[src/rtl/fpu_pkg.sv]
// Shared types and constants for the FP register-file write path.
// Entry layout for queued FP results plus a helper building scoreboard masks.
package fpu_pkg;

  localparam int NUM_REGS  = 32;
  localparam int REG_IDX_W = 5;
  localparam int DATA_W    = 32;

  typedef struct packed {
    logic [REG_IDX_W-1:0] wreg;
    logic [DATA_W-1:0]    data;
    logic [DATA_W-1:0]    data2;
    logic                 is_double;
  } wb_entry_t;

  // Bit for reg r, plus its odd partner when a double targets an even register.
  function automatic logic [NUM_REGS-1:0] regMask(input logic [REG_IDX_W-1:0] r,
                                                  input logic dbl);
    logic [NUM_REGS-1:0] m;
    m = '0;
    m[r] = 1'b1;
    if (dbl && !r[0]) m[r + 1'b1] = 1'b1;
    return m;
  endfunction

endpackage

[src/rtl/wb_fifo.sv]
// Synchronous FIFO of write-back entries; head is read combinationally, no bypass.
// Storage is left unreset, only pointers and occupancy are cleared.
module wb_fifo
  import fpu_pkg::*;
#(
  parameter int DEPTH = 4,
  localparam int PTR_W = (DEPTH > 1) ? $clog2(DEPTH) : 1,
  localparam int CNT_W = PTR_W + 1
) (
  input  logic             clk,
  input  logic             rst,
  input  logic             push,
  input  wb_entry_t        pushData,
  input  logic             pop,
  output wb_entry_t        popData,
  output logic             full,
  output logic             empty,
  output logic [CNT_W-1:0] count
);

  wb_entry_t        mem [DEPTH];
  logic [PTR_W-1:0] wrPtr;
  logic [PTR_W-1:0] rdPtr;
  logic             doPush;
  logic             doPop;

  assign full    = (count == CNT_W'(DEPTH));
  assign empty   = (count == '0);
  assign doPush  = push && !full;
  assign doPop   = pop && !empty;
  assign popData = mem[rdPtr];

  always_ff @(posedge clk) begin
    if (rst) begin
      wrPtr <= '0;
      rdPtr <= '0;
      count <= '0;
    end else begin
      if (doPush) wrPtr <= wrPtr + 1'b1;
      if (doPop)  rdPtr <= rdPtr + 1'b1;
      count <= count + CNT_W'(doPush) - CNT_W'(doPop);
    end
  end

  always_ff @(posedge clk) begin
    if (doPush) mem[wrPtr] <= pushData;
  end

endmodule

[src/rtl/fp_writeback_arbiter.sv]
// Merges integer results and queued FP results onto the register file's single
// registered write port, and tracks float registers with writes still in flight.
module fp_writeback_arbiter
  import fpu_pkg::*;
#(
  parameter int FIFO_DEPTH   = 4,
  parameter int STARVE_LIMIT = 3
) (
  input  logic                 clk,
  input  logic                 rst,
  input  logic                 int_valid,
  output logic                 int_ready,
  input  logic [REG_IDX_W-1:0] int_wreg,
  input  logic [DATA_W-1:0]    int_wdata,
  input  logic                 fp_valid,
  output logic                 fp_ready,
  input  logic [REG_IDX_W-1:0] fp_wreg,
  input  logic [DATA_W-1:0]    fp_wdata,
  input  logic [DATA_W-1:0]    fp_wdata2,
  input  logic                 fp_double,
  input  logic                 fp_issue_valid,
  input  logic [REG_IDX_W-1:0] fp_issue_reg,
  input  logic                 fp_issue_double,
  output logic                 regWSig,
  output logic                 regwrite_float,
  output logic [REG_IDX_W-1:0] wReg,
  output logic [DATA_W-1:0]    wData,
  output logic [DATA_W-1:0]    wData2,
  output logic                 double,
  output logic [NUM_REGS-1:0]  fp_busy_mask,
  output logic                 err_double_odd
);

  localparam int STARVE_W = (STARVE_LIMIT < 1) ? 1 : $clog2(STARVE_LIMIT + 1);
  localparam int CNT_W    = ((FIFO_DEPTH > 1) ? $clog2(FIFO_DEPTH) : 1) + 1;

  logic [STARVE_W-1:0] starveCnt;
  wb_entry_t           pushEntry;
  wb_entry_t           headEntry;
  logic                fifoFull;
  logic                fifoEmpty;
  logic [CNT_W-1:0]    fifoCount;
  logic                starveHit;
  logic                intGrant;
  logic                fpPush;
  logic                fpPop;
  logic                oddDouble;
  logic [NUM_REGS-1:0] setMask;
  logic [NUM_REGS-1:0] clrMask;

  function automatic logic [STARVE_W-1:0] starveNext(input logic [STARVE_W-1:0] cur,
                                                     input logic grant,
                                                     input logic clr);
    if (clr) return '0;
    if (grant && cur != STARVE_W'(STARVE_LIMIT)) return cur + 1'b1;
    return cur;
  endfunction

  // Integer side yields one cycle once it has starved a non-empty FP queue.
  assign starveHit = (starveCnt == STARVE_W'(STARVE_LIMIT)) && !fifoEmpty;
  assign int_ready = !rst && !starveHit;
  assign fp_ready  = !rst && !fifoFull;
  assign intGrant  = int_valid && int_ready;
  assign fpPop     = !rst && !intGrant && !fifoEmpty;
  assign fpPush    = fp_valid && fp_ready;
  assign oddDouble = fp_double && fp_wreg[0];

  always_comb begin
    pushEntry.wreg      = fp_wreg;
    pushEntry.data      = fp_wdata;
    pushEntry.data2     = fp_wdata2;
    pushEntry.is_double = fp_double && !fp_wreg[0];
  end

  assign setMask = fp_issue_valid ? regMask(fp_issue_reg, fp_issue_double) : '0;
  assign clrMask = fpPop ? regMask(headEntry.wreg, headEntry.is_double) : '0;

  wb_fifo #(
    .DEPTH(FIFO_DEPTH)
  ) uFifo (
    .clk     (clk),
    .rst     (rst),
    .push    (fpPush),
    .pushData(pushEntry),
    .pop     (fpPop),
    .popData (headEntry),
    .full    (fifoFull),
    .empty   (fifoEmpty),
    .count   (fifoCount)
  );

  // Grant stage -> registered register-file write port
  always_ff @(posedge clk) begin
    if (rst) begin
      regWSig        <= 1'b0;
      regwrite_float <= 1'b0;
      wReg           <= '0;
      wData          <= '0;
      wData2         <= '0;
      double         <= 1'b0;
      starveCnt      <= '0;
      fp_busy_mask   <= '0;
      err_double_odd <= 1'b0;
    end else begin
      regWSig        <= intGrant;
      regwrite_float <= fpPop;
      if (intGrant) begin
        wReg   <= int_wreg;
        wData  <= int_wdata;
        wData2 <= '0;
        double <= 1'b0;
      end else if (fpPop) begin
        wReg   <= headEntry.wreg;
        wData  <= headEntry.data;
        wData2 <= headEntry.data2;
        double <= headEntry.is_double;
      end
      starveCnt <= starveNext(starveCnt, intGrant && !fifoEmpty,
                              fpPop || (fifoCount == '0));
      if (fpPush && oddDouble) err_double_odd <= 1'b1;
      // A new issue to a register being retired this cycle keeps it busy.
      fp_busy_mask <= (fp_busy_mask & ~clrMask) | setMask;
    end
  end

endmodule

[config.mk]
export PLATFORM = sky130hd
export DESIGN_NAME = fp_writeback_arbiter
export DESIGN_NICKNAME = d
export VERILOG_FILES = /design/src/rtl/fpu_pkg.sv /design/src/rtl/wb_fifo.sv /design/src/rtl/fp_writeback_arbiter.sv
export SDC_FILE = /design/constraint.sdc
export NUM_CORES = 1
export LEC_CHECK = 0
export BUFFER_PORTS_ARGS = -buffer_cell sky130_fd_sc_hd__buf_2
export CORE_MARGIN = 1
export CORE_UTILIZATION = 51
export CTS_CLUSTER_DIAMETER = 60
export CTS_CLUSTER_SIZE = 24
export DETAILED_ROUTE_END_ITERATION = 10
export GPL_TIMING_DRIVEN = 0
export HOLD_SLACK_MARGIN = 0.15
export PLACE_DENSITY = 0.78
export REMOVE_ABC_BUFFERS = 1
export SKIP_CTS_REPAIR_TIMING = 1
export SYNTH_ARGS = -nofsm -noshare
export SYNTH_HDL_FRONTEND = slang
export SYNTH_SLANG_ARGS = --single-unit
[constraint.sdc]
create_clock -name clk -period 2.95 [get_ports clk]
set_clock_uncertainty 0.2 [all_clocks]
set_input_delay 0.59 -clock clk [delete_from_list [all_inputs] [get_ports clk]]
set_output_delay 0.59 -clock clk [all_outputs]
set_load 0.05 [all_outputs]
==> impl_metrics.csv <==
group,metric,value,unit
run_status,outcome,"finished, final reports clean",
worst_setup_path,start_kind,"flop",
global_routing,grt_max_degree,77,
logic_synthesis,syn_inst,930,
route,vias_per_cell,5.65,
sta,finalCritPeriodShare,0.965,
sta,tightestPinTransition,0.921,ns
logic_synthesis,syn_area_per_cell,15.9,sq um
logic_synthesis,synth_top_cell_by_area,"edfxtp_1",
sta,rsz0062_at_grt,"false",
worst_setup_path,rrSetupSlack,0.17,ns
power,p_per_area,751,nW/um^2
logic_synthesis,synth.area.mux_share,0.108,
logic_synthesis,synth_edf_count,280,
cts,cts.path.max_buffers,3,
cells_and_area,syn_to_final_growth,25.2,%
route,wl_per_cell,20.6,um
route,wirelength,33.8,mm
place,gp_congestion,0.860,
global_routing,grt_use_met2,0.357,
logic_synthesis,synth-seq-area-share,0.727,
floorplan,pin_count,225,
worst_setup_path,required,2.16,ns
sta,finalSetupViolations,0,
global_routing,antenna_found_initial,0,
cts,h-tree-depth,1,
worst_hold_path,min_path_cells,3,
sta,fmax,351,MHz
cells_and_area,diodes,0,
sta,fin_ws,0.103,ns
route,firstDrtPassIters,5,
global_routing,busiest_layer,"met2",
logic_synthesis,ys_top_cells_by_area,"edfxtp_1 (57%), dfxtp_1 (16%), mux4_2 (11%)",
floorplan,initial_core_util,0.525,
worst_setup_path,worst-path-max-fanout,18,
place,hpwl,19.4,mm
global_routing,grt_pass1_vias,8465,
cells_and_area,layoutNonFillerInstCount,1641,
floorplan,rows,61,
floorplan,die_area,29600,sq um
worst_setup_path,critical_path_arrival,2.06,ns
route,drt-initial-drc-count,964,
sta,finalHoldViolCount,0,
flow_run,max_cap_viol_count,0,
logic_synthesis,synthAdderAreaFrac,0.00729,
logic_synthesis,ys_types,51,
power,irDropWorstVdd,673,uV
power,p_leak,6.53,nW
worst_hold_path,hold_path_startpoint,"int_wdata[15]",
place,placed_cells,1487,
global_routing,met1_usage,0.280,
worst_setup_path,r2r_cells,4,
cts,clk_latency,0.56,ns
sta,slew_headroom,0.386,
logic_synthesis,ys.flop_type,"edfxtp_1",
logic_synthesis,synth_top_family_by_area,"multiplexers",
worst_hold_path,min_to,"wData[15]$_SDFFE_PP0P_",
sta,period_minus_slack,2.85,ns
cts,clock_sinks,396,
place,io_buffers,224,
global_routing,grtUsageMet3,0.0362,
floorplan,die_x,172,um
logic_synthesis,yosys_register_bits,396,
logic_synthesis,synth.top_cell.area_share,0.570,
logic_synthesis,synth_compound_area_frac,0.0696,
cts,root_buffer,"clkbuf_16",
global_routing,grt_pass1_wl,47.2,mm
power,power.total,13.9,mW
route,drc,0,
logic_synthesis,synth-simple-area-share,0.0659,
floorplan,die_height,172,um
worst_setup_path,path_class,"reg -> out",
cts,cts_tree,"yes",
logic_synthesis,yosys_warnings,0,
cts,numCtsBuffers,28,
sta,fin_tns_setup,0,ns
route,antenna_left,0,
cells_and_area,drive_gt1_frac,0.305,
worst_setup_path,reg2reg_to,"wData2[29]$_SDFFE_PP0P_",
logic_synthesis,netlist_area,14800,sq um
logic_synthesis,synth_xor_area_frac,0.00297,
sta,drv_slew,0,
cts,clk_pin_slew,0.09,ns
floorplan,core-area,28100,sq um
logic_synthesis,async_flop_share,0,
global_routing,grt-ovfl-total,0,
route,vias,9277,
place,pre_cts_slack,-0.451,ns
cells_and_area,finalNetCount,1367,
worst_hold_path,hold_class,"in -> reg",
worst_setup_path,end_kind,"primary output",
worst_setup_path,reg2reg_from,"uFifo.count[1]$_SDFF_PP0_",
worst_setup_path,crit_start,"uFifo.count[1]$_SDFF_PP0_",
sta,whs,0.125,ns
global_routing,grtUsageTotal,0.211,
-- routing by layer --
layer / vias up / part of all wire
met2: 371 / 0.51
met4: 0 / 0.025
li1: 4199 / -
met5: - / 0
met1: 4640 / 0.40
met3: 67 / 0.066
-- area by class of cell --
| cell class | instances | area (sq um) |
|---|---|---|
| fill | 1967 | 9610 |
| timing repair buffer | 335 | 2400 |
| tap | 378 | 473 |
| sequential | 396 | 10700 |
| clock inverter | 21 | 249 |
| inverter | 9 | 33.8 |
| clock buffer | 31 | 754 |
| multi-input combinational | 471 | 3830 |
-- worst max path at each step --
stage	endpoint	slack [ns]	cells past startpoint
final	int_ready	0.10	3
after global routing	int_ready	0.006	3
after CTS	int_ready	-0.30	3
after detailed placement	uFifo.count[2]$_SDFF_PP0_	-0.45	10
after global placement	wReg[3]$_SDFFE_PP0P_	-3.85	5
after floorplan	fp_busy_mask[11]$_SDFF_PP0_	-1.78	5
-- report_power, final --
part / switching, mW / internal, mW
clock: 2.13 / 2.00
combinational: 2.02 / 1.13
sequential: 0.228 / 6.36
-- cell usage in the layout, fill, tap and decap left out, types with 3 or more instances in the layout --
cell type and n:
edfxtp_1 280, buf_2 222, nand2_1 136, dfxtp_1 114, dlygate4sd3_1 94, a21oi_1 91
mux4_2 70, a22oi_1 36, clkbuf_16 30, o21ai_1 26, nand3_1 14, nor2_1 11
inv_1 8, nor2b_1 8, o211ai_1 8, nand2b_1 7, ha_1 7, buf_16 7
inv_6 5, buf_4 5, and3_4 4, xnor2_1 4, clkinv_4 4, inv_8 4
buf_12 4, or2_1 3, o31ai_1 3, nor3_1 3, inv_12 3
-- state kept, by name, indices dropped and copies added, names as in the netlist, 2 cells and up, named ones only --
name,flops
uFifo.count,3
fp_busy_mask,32
wData,32
starveCnt,2
wData2,32
uFifo.wrPtr,2
wReg,5
uFifo.mem,280
uFifo.rdPtr,2
-- synthesized netlist by cell type (2+ instances only) --
cell type / count
a21oi_1: 91
a22oi_1: 36
a31oi_1: 3
and3_1: 4
buf_1: 4
buf_2: 17
buf_6: 2
clkbuf_1: 33
dfxtp_1: 116
edfxtp_1: 280
ha_1: 7
inv_1: 8
mux2i_1: 2
mux4_2: 70
nand2_1: 136
nand2b_1: 7
nand3_1: 14
nand3_2: 2
nand3b_1: 2
nand4b_1: 2
nor2_1: 11
nor2b_1: 9
nor3_1: 3
nor3_2: 2
o2111ai_1: 2
o211ai_1: 8
o21ai_0: 2
o21ai_1: 26
o31ai_1: 3
or2_1: 3
or3_1: 2
xnor2_1: 4
-- cell families after synthesis --
group                    Yosys count
flip-flops                       396
AND/OR/NAND/NOR                  209
AO/OA/AOI/OAI                    175
multiplexers                      72
buffers and inverters             65
adder cells (fa/ha/maj)            8
XOR/XNOR                           5
-- critical path, stage by stage, from the launching register on --
cell and delay, ns:
dfxtp_1 0.40, or3_4 0.57, a21oi_1 0.25, clkbuf_4 0.28
-- metrics by stage --
step	util	cell area [sq um]
6_report	0.658	18500
5_1_grt	0.658	18500
4_1_cts	0.621	17400
3_5_place_dp	0.585	16400
3_3_place_gp	0.573	16100
2_1_floorplan	-	14500
Note: power is estimated with default switching activity, not from simulation.
